File: src/rtl/vram_scanout_arbiter_if.sv
// Purpose: CPU request/response and VRAM bus bundle for vram_scanout_arbiter.
// Signals:
//   cpu_req/cpu_we/cpu_addr/cpu_wdata : CPU request, held stable until cpu_ack
//   cpu_ack                           : request granted this cycle
//   cpu_rvalid/cpu_rdata              : read return, one cycle after a read ack
//   mem_addr/mem_we/mem_wdata         : single-port VRAM command
//   mem_rdata                         : VRAM read data, 1-cycle latency
// Modports: slave = arbiter side, master = CPU + VRAM environment side.
interface vram_scanout_arbiter_if #(
  parameter int unsigned ADDR_WIDTH = 16,
  parameter int unsigned PIX_WIDTH  = 4
);
  localparam int unsigned WORD_WIDTH = 2 * PIX_WIDTH;

  logic                  cpu_req;
  logic                  cpu_we;
  logic [ADDR_WIDTH-1:0] cpu_addr;
  logic [WORD_WIDTH-1:0] cpu_wdata;
  logic                  cpu_ack;
  logic                  cpu_rvalid;
  logic [WORD_WIDTH-1:0] cpu_rdata;
  logic [ADDR_WIDTH-1:0] mem_addr;
  logic                  mem_we;
  logic [WORD_WIDTH-1:0] mem_wdata;
  logic [WORD_WIDTH-1:0] mem_rdata;

  modport slave (
    input  cpu_req, cpu_we, cpu_addr, cpu_wdata, mem_rdata,
    output cpu_ack, cpu_rvalid, cpu_rdata, mem_addr, mem_we, mem_wdata
  );

  modport master (
    output cpu_req, cpu_we, cpu_addr, cpu_wdata, mem_rdata,
    input  cpu_ack, cpu_rvalid, cpu_rdata, mem_addr, mem_we, mem_wdata
  );
endinterface

File: src/rtl/vram_scanout_arbiter.sv
// Purpose: shares one single-port VRAM between raster scanout (absolute
// priority, one 2-pixel word fetched two clocks ahead of the beam) and a CPU
// requester that gets every non-video slot; also produces the current pixel.
// Ports:
//   clk, reset  : clock, synchronous active-high reset
//   hpos, vpos  : beam position from the sync generator
//   bus         : CPU request/response and VRAM command/data (slave modport)
//   pix         : pixel at hpos/vpos, 0 outside the display area
module vram_scanout_arbiter #(
  parameter int unsigned H_DISPLAY  = 256,
  parameter int unsigned H_TOTAL    = 309,
  parameter int unsigned V_DISPLAY  = 240,
  parameter int unsigned V_TOTAL    = 262,
  parameter int unsigned POS_WIDTH  = 10,
  parameter int unsigned ADDR_WIDTH = 16,
  parameter int unsigned PIX_WIDTH  = 4,
  parameter int unsigned FB_BASE    = 0
) (
  input  logic                 clk,
  input  logic                 reset,
  input  logic [POS_WIDTH-1:0] hpos,
  input  logic [POS_WIDTH-1:0] vpos,
  vram_scanout_arbiter_if.slave bus,
  output logic [PIX_WIDTH-1:0] pix
);
  localparam int unsigned WORD_WIDTH = 2 * PIX_WIDTH;
  localparam int unsigned EXT_WIDTH  = POS_WIDTH + 1;

  typedef logic [POS_WIDTH-1:0]  pos_t;
  typedef logic [EXT_WIDTH-1:0]  ext_t;
  typedef logic [ADDR_WIDTH-1:0] addr_t;
  typedef logic [WORD_WIDTH-1:0] word_t;

  localparam ext_t  H_TOTAL_X  = ext_t'(H_TOTAL);
  localparam ext_t  H_DISP_X   = ext_t'(H_DISPLAY);
  localparam pos_t  H_DISP_P   = pos_t'(H_DISPLAY);
  localparam pos_t  V_DISP_P   = pos_t'(V_DISPLAY);
  localparam pos_t  V_LAST_P   = pos_t'(V_TOTAL - 1);
  localparam pos_t  H_ROW_P    = pos_t'(H_TOTAL - 3);
  localparam addr_t ROW_STEP   = addr_t'(H_DISPLAY / 2);
  localparam addr_t BASE_ADDR  = addr_t'(FB_BASE);

  ext_t  hpos_ahead;
  ext_t  fx;
  pos_t  fline;
  logic  h_wrap;
  logic  video_slot;
  addr_t fetch_addr;

  logic  vid_pend;
  word_t vword;
  addr_t row_base;
  logic  rvalid_q;

  // Beam position two clocks ahead; decides whether this slot belongs to video.
  always_comb begin : lookahead
    hpos_ahead = ext_t'(hpos) + ext_t'(2);
    h_wrap     = (hpos_ahead >= H_TOTAL_X);
    fx         = h_wrap ? (hpos_ahead - H_TOTAL_X) : hpos_ahead;
    fline      = vpos;
    if (h_wrap) begin
      fline = (vpos == V_LAST_P) ? '0 : (vpos + pos_t'(1));
    end
    video_slot = !fx[0] && (fx < H_DISP_X) && (fline < V_DISP_P);
    fetch_addr = row_base + addr_t'(fx >> 1);
  end

  // Memory port mux: video owns its slots, CPU gets every other cycle.
  always_comb begin : mem_mux
    bus.cpu_ack   = 1'b0;
    bus.mem_we    = 1'b0;
    bus.mem_addr  = bus.cpu_addr;
    bus.mem_wdata = bus.cpu_wdata;
    if (video_slot) begin
      bus.mem_addr = fetch_addr;
    end else if (bus.cpu_req && !reset) begin
      bus.cpu_ack = 1'b1;
      bus.mem_we  = bus.cpu_we;
    end
  end

  // Read-return flag, video word pipeline and line base address.
  always_ff @(posedge clk) begin : state_regs
    if (reset) begin
      rvalid_q <= 1'b0;
      vid_pend <= 1'b0;
      vword    <= '0;
      row_base <= BASE_ADDR;
    end else begin
      rvalid_q <= bus.cpu_ack && !bus.cpu_we;
      if (vid_pend) begin
        vword <= bus.mem_rdata;
      end
      vid_pend <= video_slot;
      // Advance just before the wrap slot fetches x=0 of the next line.
      if (hpos == H_ROW_P) begin
        row_base <= (vpos == V_LAST_P) ? BASE_ADDR : (row_base + ROW_STEP);
      end
    end
  end

  assign bus.cpu_rvalid = rvalid_q;
  assign bus.cpu_rdata  = rvalid_q ? bus.mem_rdata : '0;

  // Even columns show the low nibble of the word, odd columns the high one.
  always_comb begin : pixel_out
    pix = '0;
    if ((hpos < H_DISP_P) && (vpos < V_DISP_P)) begin
      pix = hpos[0] ? vword[WORD_WIDTH-1:PIX_WIDTH] : vword[PIX_WIDTH-1:0];
    end
  end
endmodule

File: src/flat_wrapper.sv
// flat-port wrapper written by rule: the top's interface ports become plain ports
module vram_scanout_arbiter_flat 
#(
  parameter int unsigned H_DISPLAY  = 256,
  parameter int unsigned H_TOTAL    = 309,
  parameter int unsigned V_DISPLAY  = 240,
  parameter int unsigned V_TOTAL    = 262,
  parameter int unsigned POS_WIDTH  = 10,
  parameter int unsigned ADDR_WIDTH = 16,
  parameter int unsigned PIX_WIDTH  = 4,
  parameter int unsigned FB_BASE    = 0
)
  (clk, reset, hpos, vpos, pix, bus_cpu_req, bus_cpu_we, bus_cpu_addr, bus_cpu_wdata, bus_mem_rdata, bus_cpu_ack, bus_cpu_rvalid, bus_cpu_rdata, bus_mem_addr, bus_mem_we, bus_mem_wdata);
  vram_scanout_arbiter_if #(.ADDR_WIDTH(ADDR_WIDTH), .PIX_WIDTH(PIX_WIDTH)) bus_i ();
  input  logic clk;
  input  logic reset;
  input  logic [POS_WIDTH-1:0] hpos;
  input  logic [POS_WIDTH-1:0] vpos;
  output logic [PIX_WIDTH-1:0] pix;
  input wire logic [$bits(bus_i.cpu_req)-1:0] bus_cpu_req;
  input wire logic [$bits(bus_i.cpu_we)-1:0] bus_cpu_we;
  input wire logic [$bits(bus_i.cpu_addr)-1:0] bus_cpu_addr;
  input wire logic [$bits(bus_i.cpu_wdata)-1:0] bus_cpu_wdata;
  input wire logic [$bits(bus_i.mem_rdata)-1:0] bus_mem_rdata;
  output wire logic [$bits(bus_i.cpu_ack)-1:0] bus_cpu_ack;
  output wire logic [$bits(bus_i.cpu_rvalid)-1:0] bus_cpu_rvalid;
  output wire logic [$bits(bus_i.cpu_rdata)-1:0] bus_cpu_rdata;
  output wire logic [$bits(bus_i.mem_addr)-1:0] bus_mem_addr;
  output wire logic [$bits(bus_i.mem_we)-1:0] bus_mem_we;
  output wire logic [$bits(bus_i.mem_wdata)-1:0] bus_mem_wdata;
  assign bus_i.cpu_req = bus_cpu_req;
  assign bus_i.cpu_we = bus_cpu_we;
  assign bus_i.cpu_addr = bus_cpu_addr;
  assign bus_i.cpu_wdata = bus_cpu_wdata;
  assign bus_i.mem_rdata = bus_mem_rdata;
  assign bus_cpu_ack = bus_i.cpu_ack;
  assign bus_cpu_rvalid = bus_i.cpu_rvalid;
  assign bus_cpu_rdata = bus_i.cpu_rdata;
  assign bus_mem_addr = bus_i.mem_addr;
  assign bus_mem_we = bus_i.mem_we;
  assign bus_mem_wdata = bus_i.mem_wdata;
  vram_scanout_arbiter #(.H_DISPLAY(H_DISPLAY), .H_TOTAL(H_TOTAL), .V_DISPLAY(V_DISPLAY), .V_TOTAL(V_TOTAL), .POS_WIDTH(POS_WIDTH), .ADDR_WIDTH(ADDR_WIDTH), .PIX_WIDTH(PIX_WIDTH), .FB_BASE(FB_BASE)) u_core (.clk(clk), .reset(reset), .hpos(hpos), .vpos(vpos), .bus(bus_i), .pix(pix));
endmodule
File: config.mk
export PLATFORM = sky130hd
export DESIGN_NAME = vram_scanout_arbiter_flat
export DESIGN_NICKNAME = d
export VERILOG_FILES = /design/src/rtl/vram_scanout_arbiter_if.sv /design/src/rtl/vram_scanout_arbiter.sv /design/src/flat_wrapper.sv
export SDC_FILE = /design/constraint.sdc
export NUM_CORES = 1
export LEC_CHECK = 0
export BUFFER_PORTS_ARGS = -buffer_cell sky130_fd_sc_hd__buf_4
export CAP_MARGIN = 25
export CELL_PAD_IN_SITES_DETAIL_PLACEMENT = 0
export CELL_PAD_IN_SITES_GLOBAL_PLACEMENT = 2
export CORE_ASPECT_RATIO = 0.75
export CORE_UTILIZATION = 27
export CTS_BUF_LIST = sky130_fd_sc_hd__clkbuf_4 sky130_fd_sc_hd__clkbuf_8
export DETAILED_ROUTE_END_ITERATION = 7
export GPL_TIMING_DRIVEN = 0
export PLACE_DENSITY_LB_ADDON = 0.15
export SYNTH_ARGS = -nofsm -noshare
export SYNTH_HDL_FRONTEND = slang
export SYNTH_SLANG_ARGS = --single-unit
File: constraint.sdc
create_clock -name clk -period 4.7 [get_ports clk]
set_clock_uncertainty 0.2 [all_clocks]
set_input_delay 0.47 -clock clk [delete_from_list [all_inputs] [get_ports clk]]
set_output_delay 0.47 -clock clk [all_outputs]
set_load 0.1 [all_outputs]
# Yosys cells after proc, flatten, opt, wreduce, memory -nomap -nowiden
# Cells that the tools add are included.
# word_totals
wordCells	36
regBits	26
output_inout_bits	39
inputBits	56
# op_classes
eq_ne	2
magnitude_cmp	5
add_sub_neg	5
muxes	12
reduce_logical	8
# ops
operator	count
$mux W16	2
$eq A10 B9 Y1 const B	2
$lt A10 B8 Y1 const B	2
$mux W10	2
$add A16 B10 Y16	1
$add A16 B8 Y16 const B	1
$add A10 B2 Y11 const B	1
$ge A11 B9 Y1 const B	1
$lt A11 B9 Y1 const B	1
$mux W11	1
$sub A11 B9 Y11 const B	1
$add A10 B1 Y10 const B	1
$lt A10 B9 Y1 const B	1
$mux W4	2
$mux W8	1
$logic_and A1 B1 Y1	5
$mux W1	4
$logic_not A1 Y1	3

# Depth between registers and ports, before layout
# Gate-level depths: netlist of the first run.
# logic_depth
ltp_word	8
mapped_depth	18

# Least setup slack after synthesis of the first run
# OpenSTA, ideal clock, no wires.
# synth_path
path_type	input port to output port
start	input port hpos[1]
end	output port bus_mem_addr[13]
n_path_buf	1
path_stages	15
t_arrival_ns	4.897
required_ns	4.030
setup_slack_ns	-0.867
path_cell_list	ha_1 -> buf_2 -> xnor2_1 -> nand4_1 -> a222oi_1 -> o211a_4 -> nor3b_1 -> xor2_1 -> ha_1 -> a21oi_1 -> inv_1 -> a21oi_1 -> nor3b_1 -> xnor2_1 -> a21oi_1
# synth_between
elab_chain_len	7
# synth_lines
item	line	text
from (decl)	flat_wrapper.sv:17	input logic [POS_WIDTH-1:0] hpos;
$add A10 B2 Y11 (*)	vram_scanout_arbiter.sv:57	hpos_ahead = ext_t'(hpos) + ext_t'(2);
$sub A11 B9 Y11 / $ge A11 B9 Y1 (equally long branches)	vram_scanout_arbiter.sv:59, vram_scanout_arbiter.sv:58	
$mux W11	vram_scanout_arbiter.sv:59	fx = h_wrap ? (hpos_ahead - H_TOTAL_X) : hpos_ahead;
$lt A11 B9 Y1 / $logic_not A1 Y1 (equally long branches)	vram_scanout_arbiter.sv:64	video_slot = !fx[0] && (fx < H_DISP_X) && (fline < V_DISP_P);
$logic_and A1 B1 Y1 (2 in a row)	vram_scanout_arbiter.sv:64	
$mux W16 (*)	vram_scanout_arbiter.sv:74	if (video_slot) begin
to (decl)	flat_wrapper.sv:28	output wire logic [$bits(bus_i.mem_addr)-1:0] bus_mem_addr;
# Mark *: on every way between the ends. The rest lies on a longest branch, timed or not.

# Worst setup path in the final report of the first run
# layout_path
start	input port hpos[1]
end	output port bus_mem_addr[12]
# Same word-level chain as after synthesis.

==> flow_summary_export.csv, run 1 <==
group,metric,value,unit
worst_setup_path,cp-end-kind,"output port",
cells_and_area,layout-drive-gt1-share,38.5,%
detailed_routing,dr_wl_met2,2.85,mm
detailed_routing,wl_met3,449,µm
timing,drv_slew,0,
cts,cts_buffer_depth,2,
worst_setup_path,critPathTopFamily,"compound AO/OA/AOI/OAI gates",
detailed_routing,highest_layer,"met4",
timing,setup_ws,0.218,ns
timing,max_slew_margin,59.6,%
detailed_routing,drt-total-wl,7.59,mm
power,leakage,1.44,nW
floorplanning,coreArea,8560,µm²
floorplanning,start_util,28.1,%
synthesis,syn_inst,311,
cts,cts_root_buffer,"clkbuf_8",
power,ir_drop,0.0995,mV
timing,finalSetupViolCount,0,
timing,post-route-period-util,95.4,%
timing,final-hold-violation-count,0,
detailed_routing,viasPerCell,4.91,
synthesis,yosys-top-cells-area,"dfxtp_1, mux2i_1, nor2_1",
floorplanning,fp.dieW,111,µm
cells_and_area,n_antenna_cell,0,
place,dp_hpwl,5.99,mm
place,port_buffers,84,
cts,cts_tree,"yes",
cts,clock_latency,0.26,ns
cts,cts_buffers,3,
cts,clkSlewWorstSetupHoldPaths,0.08,ns
cells_and_area,area_growth,43.9,%
worst_setup_path,cp_max_fo,9,
power,p_per_area,188,nW/µm²
timing,tightestPinTransition,0.605,ns
detailed_routing,ant_nets,0,
cells_and_area,n_fill_cell,917,
grt,grt_use_total,16.2,%
synthesis,ys_ff_latch,19,
synthesis,synth_nets,378,
detailed_routing,wl_per_cell,14.8,µm
synthesis,ys_types,63,
worst_setup_path,path_buf_inv,5,
worst_setup_path,arrival,3.81,ns
detailed_routing,drcViolationCount,18,
grt,grt_pass1_vias,2372,
synthesis,synth-edff-count,0,
worst_setup_path,critPathRequiredTime,4.03,ns
worst_setup_path,cp-start-kind,"primary input",
synthesis,synthArstFlopShare,0,%
grt,grt_max_degree,12,
timing,grt_setup_unrepaired,"no",
synthesis,synth_fa_ha_area_share,5.71,%
detailed_routing,wl_met1,4.26,mm
grt,grt_overflow,0,
cts,cts_max_level,1,
floorplanning,dieArea,9310,µm²
min_path,worst_hold_path_type,"in2reg",
detailed_routing,initialDrtViolationCount,127,
synthesis,synthMuxAreaShare,13.1,%
worst_setup_path,critPathMaxStageDelay,0.33,ns
timing,hold_slack,0.159,ns
synthesis,synthXorXnorAreaFrac,9.77,%
synthesis,synth_top_area_share,15.8,%
synthesis,synth_top_family_by_area,"simple AND/OR/NAND/NOR gates",
timing,fin_crit,4.48,ns
cts,cts.sinks,19,
synthesis,syn-cell-area,2410,µm²
grt,antenna_found_initial,0,
synthesis,synth_compound_gate_area_share,14.4,%
synthesis,seq_area_frac_synth,15.8,%
floorplanning,die_height,83.8,µm
worst_setup_path,critPathKind,"in2out",
synthesis,yosys.area_share.simple,34.0,%
grt,grt_pass1_wl,12.2,mm
run_status,violations,"DRC",
place,dpl_worst_slack,-0.845,ns
timing,fmax,0.223,GHz
synthesis,synth_largest_area_cell,"dfxtp_1",
synthesis,synth.avg_cell_area,7.74,µm²
run_status,status,"finished with violations",
worst_setup_path,path_cells,"buf_4 > ha_1 > buf_6 > xnor2_2 > nand4_1 > a222oi_1 > buf_4 > o211a_4 > nor3b_2 > xor2_2 > ha_4 > a21oi_4 > inv_2 > a21oi_4 > nor3_1 > mux2_1 > a31oi_1 > nand2_2 > buf_6",
cts,hold_buffers,0,
place,gp_congestion,0.813,
timing,fin_setup_tns,0,ns
floorplanning,rows,29,
worst_setup_path,crit_path_top_delay_cell,"a222oi_1",
detailed_routing,first_pass_iters,6,
floorplanning,num_io_pins,95,
flow_run,max-cap-violations,0,
cells_and_area,fin_nets,473,
detailed_routing,routed-via-count,2517,
synthesis,yosysWarnings,0,
synthesis,synth_flop_cell,"dfxtp_1",
-- power by group --
group | internal, mW | switching, mW
Combinational | 0.125 | 0.248
Sequential | 0.162 | 0.00131
Clock | 0.0590 | 0.0572
Total | 0.346 | 0.306
-- flip-flops by register name, indices dropped and copies added (netlist names) --
name	cells
u_core.vid_pend	1
u_core.bus.cpu_rvalid	1
u_core.row_base	9
u_core.vword	8
-- synthesized netlist by cell type, drive strengths merged, types with 3 or more instances --
| cell | count |
|---|---|
| nand2 | 23 |
| buf | 17 |
| mux2 | 12 |
| o21ai | 10 |
| inv | 7 |
| and2 | 15 |
| nand3 | 13 |
| and3 | 4 |
| nor2b | 4 |
| a21oi | 13 |
| ha | 11 |
| nor2 | 49 |
| clkbuf | 5 |
| nor3b | 3 |
| nand4 | 11 |
| nor3 | 8 |
| xor2 | 12 |
| nor4 | 5 |
| or3 | 3 |
| mux2i | 18 |
| xnor2 | 14 |
| dfxtp | 19 |
-- worst paths after layout --
check / startpoint / slack [ns] / depth (start not counted) / endpoint
min: bus_cpu_we / 0.16 / 2 / u_core.bus.cpu_rvalid$_SDFF_PP0_
min reg2reg: u_core.vword[3]$_SDFFE_PP0P_ / 0.30 / 2 / u_core.vword[3]$_SDFFE_PP0P_
max: hpos[1] / 0.22 / 19 / bus_mem_addr[12]
max reg2reg: u_core.row_base[10]$_SDFFE_PP0P_ / 2.92 / 4 / u_core.row_base[14]$_SDFFE_PP0P_
-- per-stage QoR --
step                util [%]  power, mW  cells  instance area (µm²)
floorplan                  -      0.424    311                 2450
global placement        37.6      0.517    503                 3220
detailed placement      37.6      0.518    503                 3220
CTS                     39.1      0.645    512                 3340
global route            40.5      0.687    513                 3470
finish                  40.5      0.652    513                 3470
-- layer usage --
layer,vias up,GRT usage (%)
met3,2,2.69
met5,-,0
met1,1143,25.7
met4,0,1.47
met2,89,23.2
li1,1283,-
-- layout make-up --
class                   instances  area [µm²]  share of cell area (%)
plain buffers                  21         149                    4.29
clock buffers                   3        41.3                    1.19
clock inverters                 1        5.00                   0.144
inverters                       7        26.3                   0.758
multi-input cells             263        2030                    58.5
flip-flops and latches         19         380                    11.0
well taps                     108         135                    3.90
repair buffers                 91         703                    20.3
-- cells by family after synthesis --
group           Yosys count
simple gates            150
compound gates           45
mux                      30
buf+inv                  29
xor+xnor                 26
flops                    19
fa+ha+maj                11
other cells               1
-- cell usage in the layout, fill, tap and decap left out, drive strengths merged, types with 11 or more instances in the layout --
master,instances
nand4,11
buf,107
nand2,23
and2,15
xnor2,14
ha,11
dfxtp,19
mux2i,18
mux2,12
a21oi,13
xor2,12
nand3,13
nor2,49
-- timing repair --
item / in CTS / in global routing
setup buffers: 5 / 2
setup endpoints to repair: 8 / 7
gates resized for setup: 8 / 23
pin swaps: 3 / 5
gates cloned: 0 / 0
Note: power is estimated with default switching activity, not from simulation.
==> run 2: changes to the inputs <==
--- a/config.mk
+++ b/config.mk
@@ -10,7 +10,7 @@
 export CELL_PAD_IN_SITES_DETAIL_PLACEMENT = 0
 export CELL_PAD_IN_SITES_GLOBAL_PLACEMENT = 2
 export CORE_ASPECT_RATIO = 0.75
-export CORE_UTILIZATION = 27
+export CORE_UTILIZATION = 25
 export CTS_BUF_LIST = sky130_fd_sc_hd__clkbuf_4 sky130_fd_sc_hd__clkbuf_8
 export DETAILED_ROUTE_END_ITERATION = 7
 export GPL_TIMING_DRIVEN = 0
==> constraint.sdc (replaced) <==
create_clock -name clk -period 3.65 [get_ports clk]
set_clock_uncertainty 0.2 [all_clocks]
set_input_delay 0.365 -clock clk [delete_from_list [all_inputs] [get_ports clk]]
set_output_delay 0.365 -clock clk [all_outputs]
set_load 0.1 [all_outputs]
==> run 2 against run 1 <==
Net effect:
- the run ends with setup timing left
- critical path depth did not move
- combinational power rose by 60%
- register-to-register slack got worse by 1.2 ns
- hold slack got worse by 0.094 ns
- core utilization rose by 6.5 points
- final cell count rose by 9.7%
- cell area rose by 25%
- clock power rose by 26%
- die area rose by 7.8%
- critical endpoint unchanged
==> flow_summary_export.csv, run 2 (synthesized netlist as in run 1, its figures left out) <==
group,metric,value,unit
timing,grt_setup_unrepaired,"yes",
grt,grt_max_degree,12,
place,dp_hpwl,5.95,mm
floorplanning,die_height,87.0,µm
place,port_buffers,84,
min_path,worst_hold_path_type,"in2reg",
cells_and_area,final_cells,563,
cts,cts_root_buffer,"clkbuf_8",
worst_setup_path,cp_max_fo,6,
flow_run,max-cap-violations,0,
detailed_routing,routed-via-count,2614,
worst_setup_path,cp-start-kind,"primary input",
power,leakage,1.77,nW
detailed_routing,first_pass_iters,4,
worst_setup_path,arrival,3.46,ns
timing,hold_slack,0.0657,ns
floorplanning,fp.dieW,115,µm
cts,cts_max_level,1,
cts,clock_latency,0.25,ns
floorplanning,start_util,26.2,%
grt,grt_use_total,16.1,%
cells_and_area,reg.largest.list,"u_core.row_base: 9 flops, u_core.vword: 8 flops",
cts,cts_buffer_depth,2,
worst_setup_path,critPathKind,"in2out",
floorplanning,dieArea,10000,µm²
floorplanning,coreArea,9200,µm²
place,gp_congestion,0.837,
detailed_routing,drcViolationCount,0,
cells_and_area,n_fill_cell,895,
timing,post-route-period-util,110,%
worst_setup_path,crit_path_start,"hpos[1]",
cts,clkSlewWorstSetupHoldPaths,0.08,ns
cells_and_area,final_common_cell,"buf_4",
timing,fin_crit,4.03,ns
timing,fmax,0.248,GHz
cells_and_area,area_growth,79.3,%
cts,cts_buffers,3,
run_status,violations,"setup timing",
grt,grt_overflow,0,
floorplanning,num_io_pins,95,
detailed_routing,ant_nets,0,
detailed_routing,initialDrtViolationCount,93,
power,p_per_area,220,nW/µm²
worst_setup_path,r2r-start,"u_core.row_base[12]$_SDFFE_PP0P_",
detailed_routing,wl_per_cell,14.4,µm
run_status,status,"finished with violations",
min_path,min_from,"bus_cpu_we",
grt,grt_pass1_vias,2466,
place,placed_cells,523,
timing,finalSetupViolCount,16,
timing,drv_slew,0,
grt,grt_pass1_wl,12.7,mm
cells_and_area,fin_nets,503,
detailed_routing,drt-total-wl,8.10,mm
grt,antenna_found_initial,0,
cells_and_area,n_antenna_cell,0,
worst_setup_path,critPathRequiredTime,3.08,ns
floorplanning,rows,30,
cts,cts_tree,"yes",
timing,tightestPinTransition,0.619,ns
worst_setup_path,cp-end-kind,"output port",
cells_and_area,layout-drive-gt1-share,50.3,%
cells_and_area,mostFrequentLayoutCells,"buf_4, nor2_1, buf_12, nand2_1, dfxtp_1",
detailed_routing,viasPerCell,4.64,
cells_and_area,largest_register,"u_core.row_base",
timing,final-hold-violation-count,0,
cells_and_area,largest_reg_flops,9,
timing,setup_ws,-0.378,ns
power,ir_drop,0.104,mV
timing,max_slew_margin,58.7,%
cts,cts.sinks,19,
[run 2: path summary, 6_finish.rpt]
kind,to,slack (ns),cells past startpoint
worst max-delay path,bus_mem_addr[12],-0.38,19
worst min-delay path,u_core.bus.cpu_rvalid$_SDFF_PP0_,0.07,2
worst max register to register,u_core.row_base[14]$_SDFFE_PP0P_,1.75,4
worst min register to register,u_core.vword[0]$_SDFFE_PP0P_,0.30,2
[run 2: final cells by class]
| class | count | area, µm² | share of cell area, % |
|---|---|---|---|
| clock inverter | 1 | 5.00 | 0.116 |
| buffer | 19 | 154 | 3.56 |
| timing repair buffer | 123 | 1260 | 29.3 |
| inverter | 7 | 26.3 | 0.608 |
| tap | 128 | 160 | 3.71 |
| sequential | 19 | 380 | 8.81 |
| clock buffer | 3 | 41.3 | 0.956 |
| multi-input combinational | 263 | 2290 | 53.0 |
[run 2: where the power goes]
group	internal [mW]	total [mW]	switching, mW
clock network	0.0758	0.146	0.0699
logic	0.245	0.594	0.349
registers	0.209	0.211	0.00168
[run 2: worst max-delay path, cell delays in order]
cell and delay, ns:
buf_12 0.11, ha_4 0.16, buf_12 0.13, xnor2_2 0.11
nand4_1 0.12, a222oi_1 0.35, buf_4 0.18, o211a_4 0.18
nor3b_4 0.05, xor2_2 0.16, ha_1 0.33, a21oi_4 0.16
inv_2 0.06, a21oi_4 0.21, nor3_1 0.07, mux2_4 0.29
a31oi_4 0.19, nand2_4 0.07, buf_12 0.17
[run 2: through the flow]
step	power, mW	util (%)	worst slack [ns]	instance area (µm²)	TNS (ns)
2_1_floorplan	0.566	-	-0.388	2600	-2.44
3_3_place_gp	0.686	36.9	-0.925	3390	-11.00
3_5_place_dp	0.685	36.9	-0.954	3390	-10.88
4_1_cts	0.941	45.2	-0.362	4160	-2.38
5_1_grt	1.00	47.0	-0.559	4320	-5.78
6_report	0.950	47.0	-0.378	4320	-3.19
[run 2: routing by layer]
| layer | track usage, % | vias to the layer above | wire length (µm) |
|---|---|---|---|
| li1 | - | 1336 | - |
| met1 | 24.7 | 1191 | 4240 |
| met2 | 23.7 | 83 | 3400 |
| met3 | 2.92 | 4 | 405 |
| met4 | 1.42 | 0 | 47 |
| met5 | 0 | - | 0 |
[run 2: timing repair]
item	in CTS	in global routing
hold endpoints to repair	0	0
cloned	2	1
pin swaps	17	11
setup buffers	30	11
setup endpoints to repair	18	18
resized for setup	116	18
hold buffers	0	0
==> run 3: changes to the inputs <==
--- a/config.mk
+++ b/config.mk
@@ -14,7 +14,8 @@
 export CTS_BUF_LIST = sky130_fd_sc_hd__clkbuf_4 sky130_fd_sc_hd__clkbuf_8
 export DETAILED_ROUTE_END_ITERATION = 7
 export GPL_TIMING_DRIVEN = 0
-export PLACE_DENSITY_LB_ADDON = 0.15
+export PLACE_DENSITY = 0.81
+export SLEW_MARGIN = 25
 export SYNTH_ARGS = -nofsm -noshare
 export SYNTH_HDL_FRONTEND = slang
 export SYNTH_SLANG_ARGS = --single-unit
==> run 3 against run 2 <==
Net effect:
- combinational power hardly changed
- first-iteration DRC count increased by 33%
- highest routed layer unchanged
- power increased by 0.10%
- flip-flop and latch count is the same
- worst setup slack improved by 0.056 ns
- critical endpoint is now bus_mem_addr[14]
- cell area barely moved
- hold slack is essentially flat
- core utilization about the same
- the run still ends with setup timing left
- sequential share of layout area is essentially flat
==> flow_summary_export.csv, run 3 (synthesized netlist as in run 1, its figures left out) <==
group,metric,value,unit
run_status,status,"finished with violations",
run_status,violations,"setup timing",
cts,clkSlewWorstSetupHoldPaths,0.08,ns
timing,finalSetupViolCount,17,
worst_setup_path,arrival,3.41,ns
power,switchingPower,0.419,mW
place,placed_cells,523,
timing,grt_setup_unrepaired,"yes",
cells_and_area,area_growth,79.4,%
power,seq_power_share,22.1,%
floorplanning,fp.dieW,115,µm
floorplanning,dieArea,10000,µm²
timing,fmax,0.252,GHz
floorplanning,coreArea,9200,µm²
timing,hold_slack,0.0652,ns
grt,grt_max_degree,13,
cells_and_area,reg.largest.list,"u_core.row_base: 9 flops, u_core.vword: 8 flops",
timing,post-route-period-util,109,%
power,internal-power,0.532,mW
power,ir_drop,0.109,mV
cells_and_area,largest_register,"u_core.row_base",
floorplanning,num_io_pins,95,
cts,cts.sinks,19,
floorplanning,start_util,26.2,%
timing,drv_slew,0,
grt,grt_pass1_wl,12.0,mm
place,dp_hpwl,5.72,mm
detailed_routing,routed-via-count,2657,
power,p_per_area,220,nW/µm²
cts,cts_tree,"yes",
power,leakage,1.76,nW
power,p_clk_share,15.5,%
grt,grt_pass1_vias,2408,
power,power_frac_comb,62.3,%
cells_and_area,layout-drive-gt1-share,50.2,%
place,dpl_worst_slack,-1.02,ns
place,gp_congestion,0.847,
detailed_routing,viasPerCell,4.71,
detailed_routing,initialDrtViolationCount,124,
timing,max_slew_margin,61.9,%
cts,cts_buffers,3,
detailed_routing,drt-total-wl,7.60,mm
cts,clock_latency,0.26,ns
grt,antenna_found_initial,0,
detailed_routing,drcViolationCount,0,
detailed_routing,first_pass_iters,4,
worst_setup_path,critPathKind,"in2out",
timing,tightestPinTransition,0.571,ns
grt,grt_use_total,15.2,%
cells_and_area,final_common_cell,"buf_4",
worst_setup_path,cp-end-kind,"output port",
detailed_routing,ant_nets,0,
cells_and_area,n_antenna_cell,0,
timing,fin_crit,3.97,ns
floorplanning,die_height,87.0,µm
timing,setup_ws,-0.323,ns
cts,cts_buffer_depth,2,
cts,cts_max_level,1,
timing,final-hold-violation-count,0,
grt,grt_overflow,0,
floorplanning,rows,30,
cells_and_area,largest_reg_flops,9,
worst_setup_path,critPathRequiredTime,3.08,ns
place,port_buffers,84,
worst_setup_path,cp-start-kind,"primary input",
min_path,worst_hold_path_type,"in2reg",
cts,cts_root_buffer,"clkbuf_8",
cells_and_area,n_fill_cell,859,
cells_and_area,fin_nets,504,
worst_setup_path,cp_max_fo,6,
cells_and_area,final_cells,564,
cells_and_area,mostFrequentLayoutCells,"buf_4, nor2_1, buf_12, nand2_1, dfxtp_1",
detailed_routing,wl_per_cell,13.5,µm
flow_run,max-cap-violations,0,
power,p_sw_share,44.0,%
run 3: changes by cell type in the layout (fill, tap and decap cells not counted), sizes merged:
cell      change
buf           +1
clkinv        -1
clkinvlp      +1
run 3: final cells by class:
class / instances / area [µm²] / share of cell area (%)
plain buffers: 21 / 169 / 3.91
clock buffers: 3 / 41.3 / 0.956
clock inverters: 1 / 7.51 / 0.174
inverters: 7 / 26.3 / 0.608
multi-input cells: 263 / 2280 / 52.9
flip-flops and latches: 19 / 380 / 8.80
well taps: 128 / 160 / 3.71
repair buffers: 122 / 1250 / 29.0
run 3: through the flow:
stage	instance area, µm²	utilization [%]	setup TNS, ns	total power [mW]
2_1_floorplan	2600	-	-2.44	0.566
3_3_place_gp	3390	36.9	-12.37	0.685
3_5_place_dp	3390	36.9	-11.92	0.686
4_1_cts	4150	45.2	-2.46	0.940
5_1_grt	4320	47.0	-6.40	1.00
6_report	4320	47.0	-3.19	0.951
run 3: worst max-delay path: stages:
cell and delay [ns]:
buf_12 0.11, buf_12 0.11, ha_1 0.20, a21o_1 0.25, nor2_1 0.23, a21oi_2 0.09, o21ai_1 0.16, nor3b_4 0.29
xor2_4 0.20, ha_4 0.23, a21oi_4 0.13, inv_2 0.06, a21oi_4 0.23, nor3_2 0.06, mux2_4 0.28, a31oi_4 0.16
nand2_4 0.08, buf_12 0.17
run 3: what timing repair did:
item	in CTS	in global routing
setup buffers	27	9
endpoints found under the setup margin	18	18
hold buffers	0	0
gates cloned	2	1
resized for setup	107	19
pin swaps	21	14
run 3: worst paths after layout:
kind / startpoint / end / slack [ns] / cells past startpoint
hold reg to reg: u_core.vword[3]$_SDFFE_PP0P_ / u_core.vword[3]$_SDFFE_PP0P_ / 0.30 / 2
setup / recovery: hpos[1] / bus_mem_addr[14] / -0.32 / 18
hold / removal: bus_cpu_we / u_core.bus.cpu_rvalid$_SDFF_PP0_ / 0.07 / 2
setup reg to reg: u_core.row_base[12]$_SDFFE_PP0P_ / u_core.row_base[14]$_SDFFE_PP0P_ / 1.78 / 4
run 3: metal layers:
layer | GRT usage [%] | vias to the layer above | part of all wire [%]
li1 | - | 1346 | -
met1 | 23.1 | 1210 | 52
met2 | 23.0 | 99 | 41
met3 | 2.30 | 2 | 7.0
met4 | 1.06 | 0 | 0.25
met5 | 0 | - | 0
run 3: power by group through the flow:
stage / combinational, mW / clock (mW) / sequential (mW)
2_1_floorplan: 0.347 / 0 / 0.218
6_report: 0.593 / 0.148 / 0.211
3_5_place_dp: 0.470 / 0 / 0.216
3_3_place_gp: 0.470 / 0 / 0.216
5_1_grt: 0.623 / 0.165 / 0.211
4_1_cts: 0.577 / 0.152 / 0.211
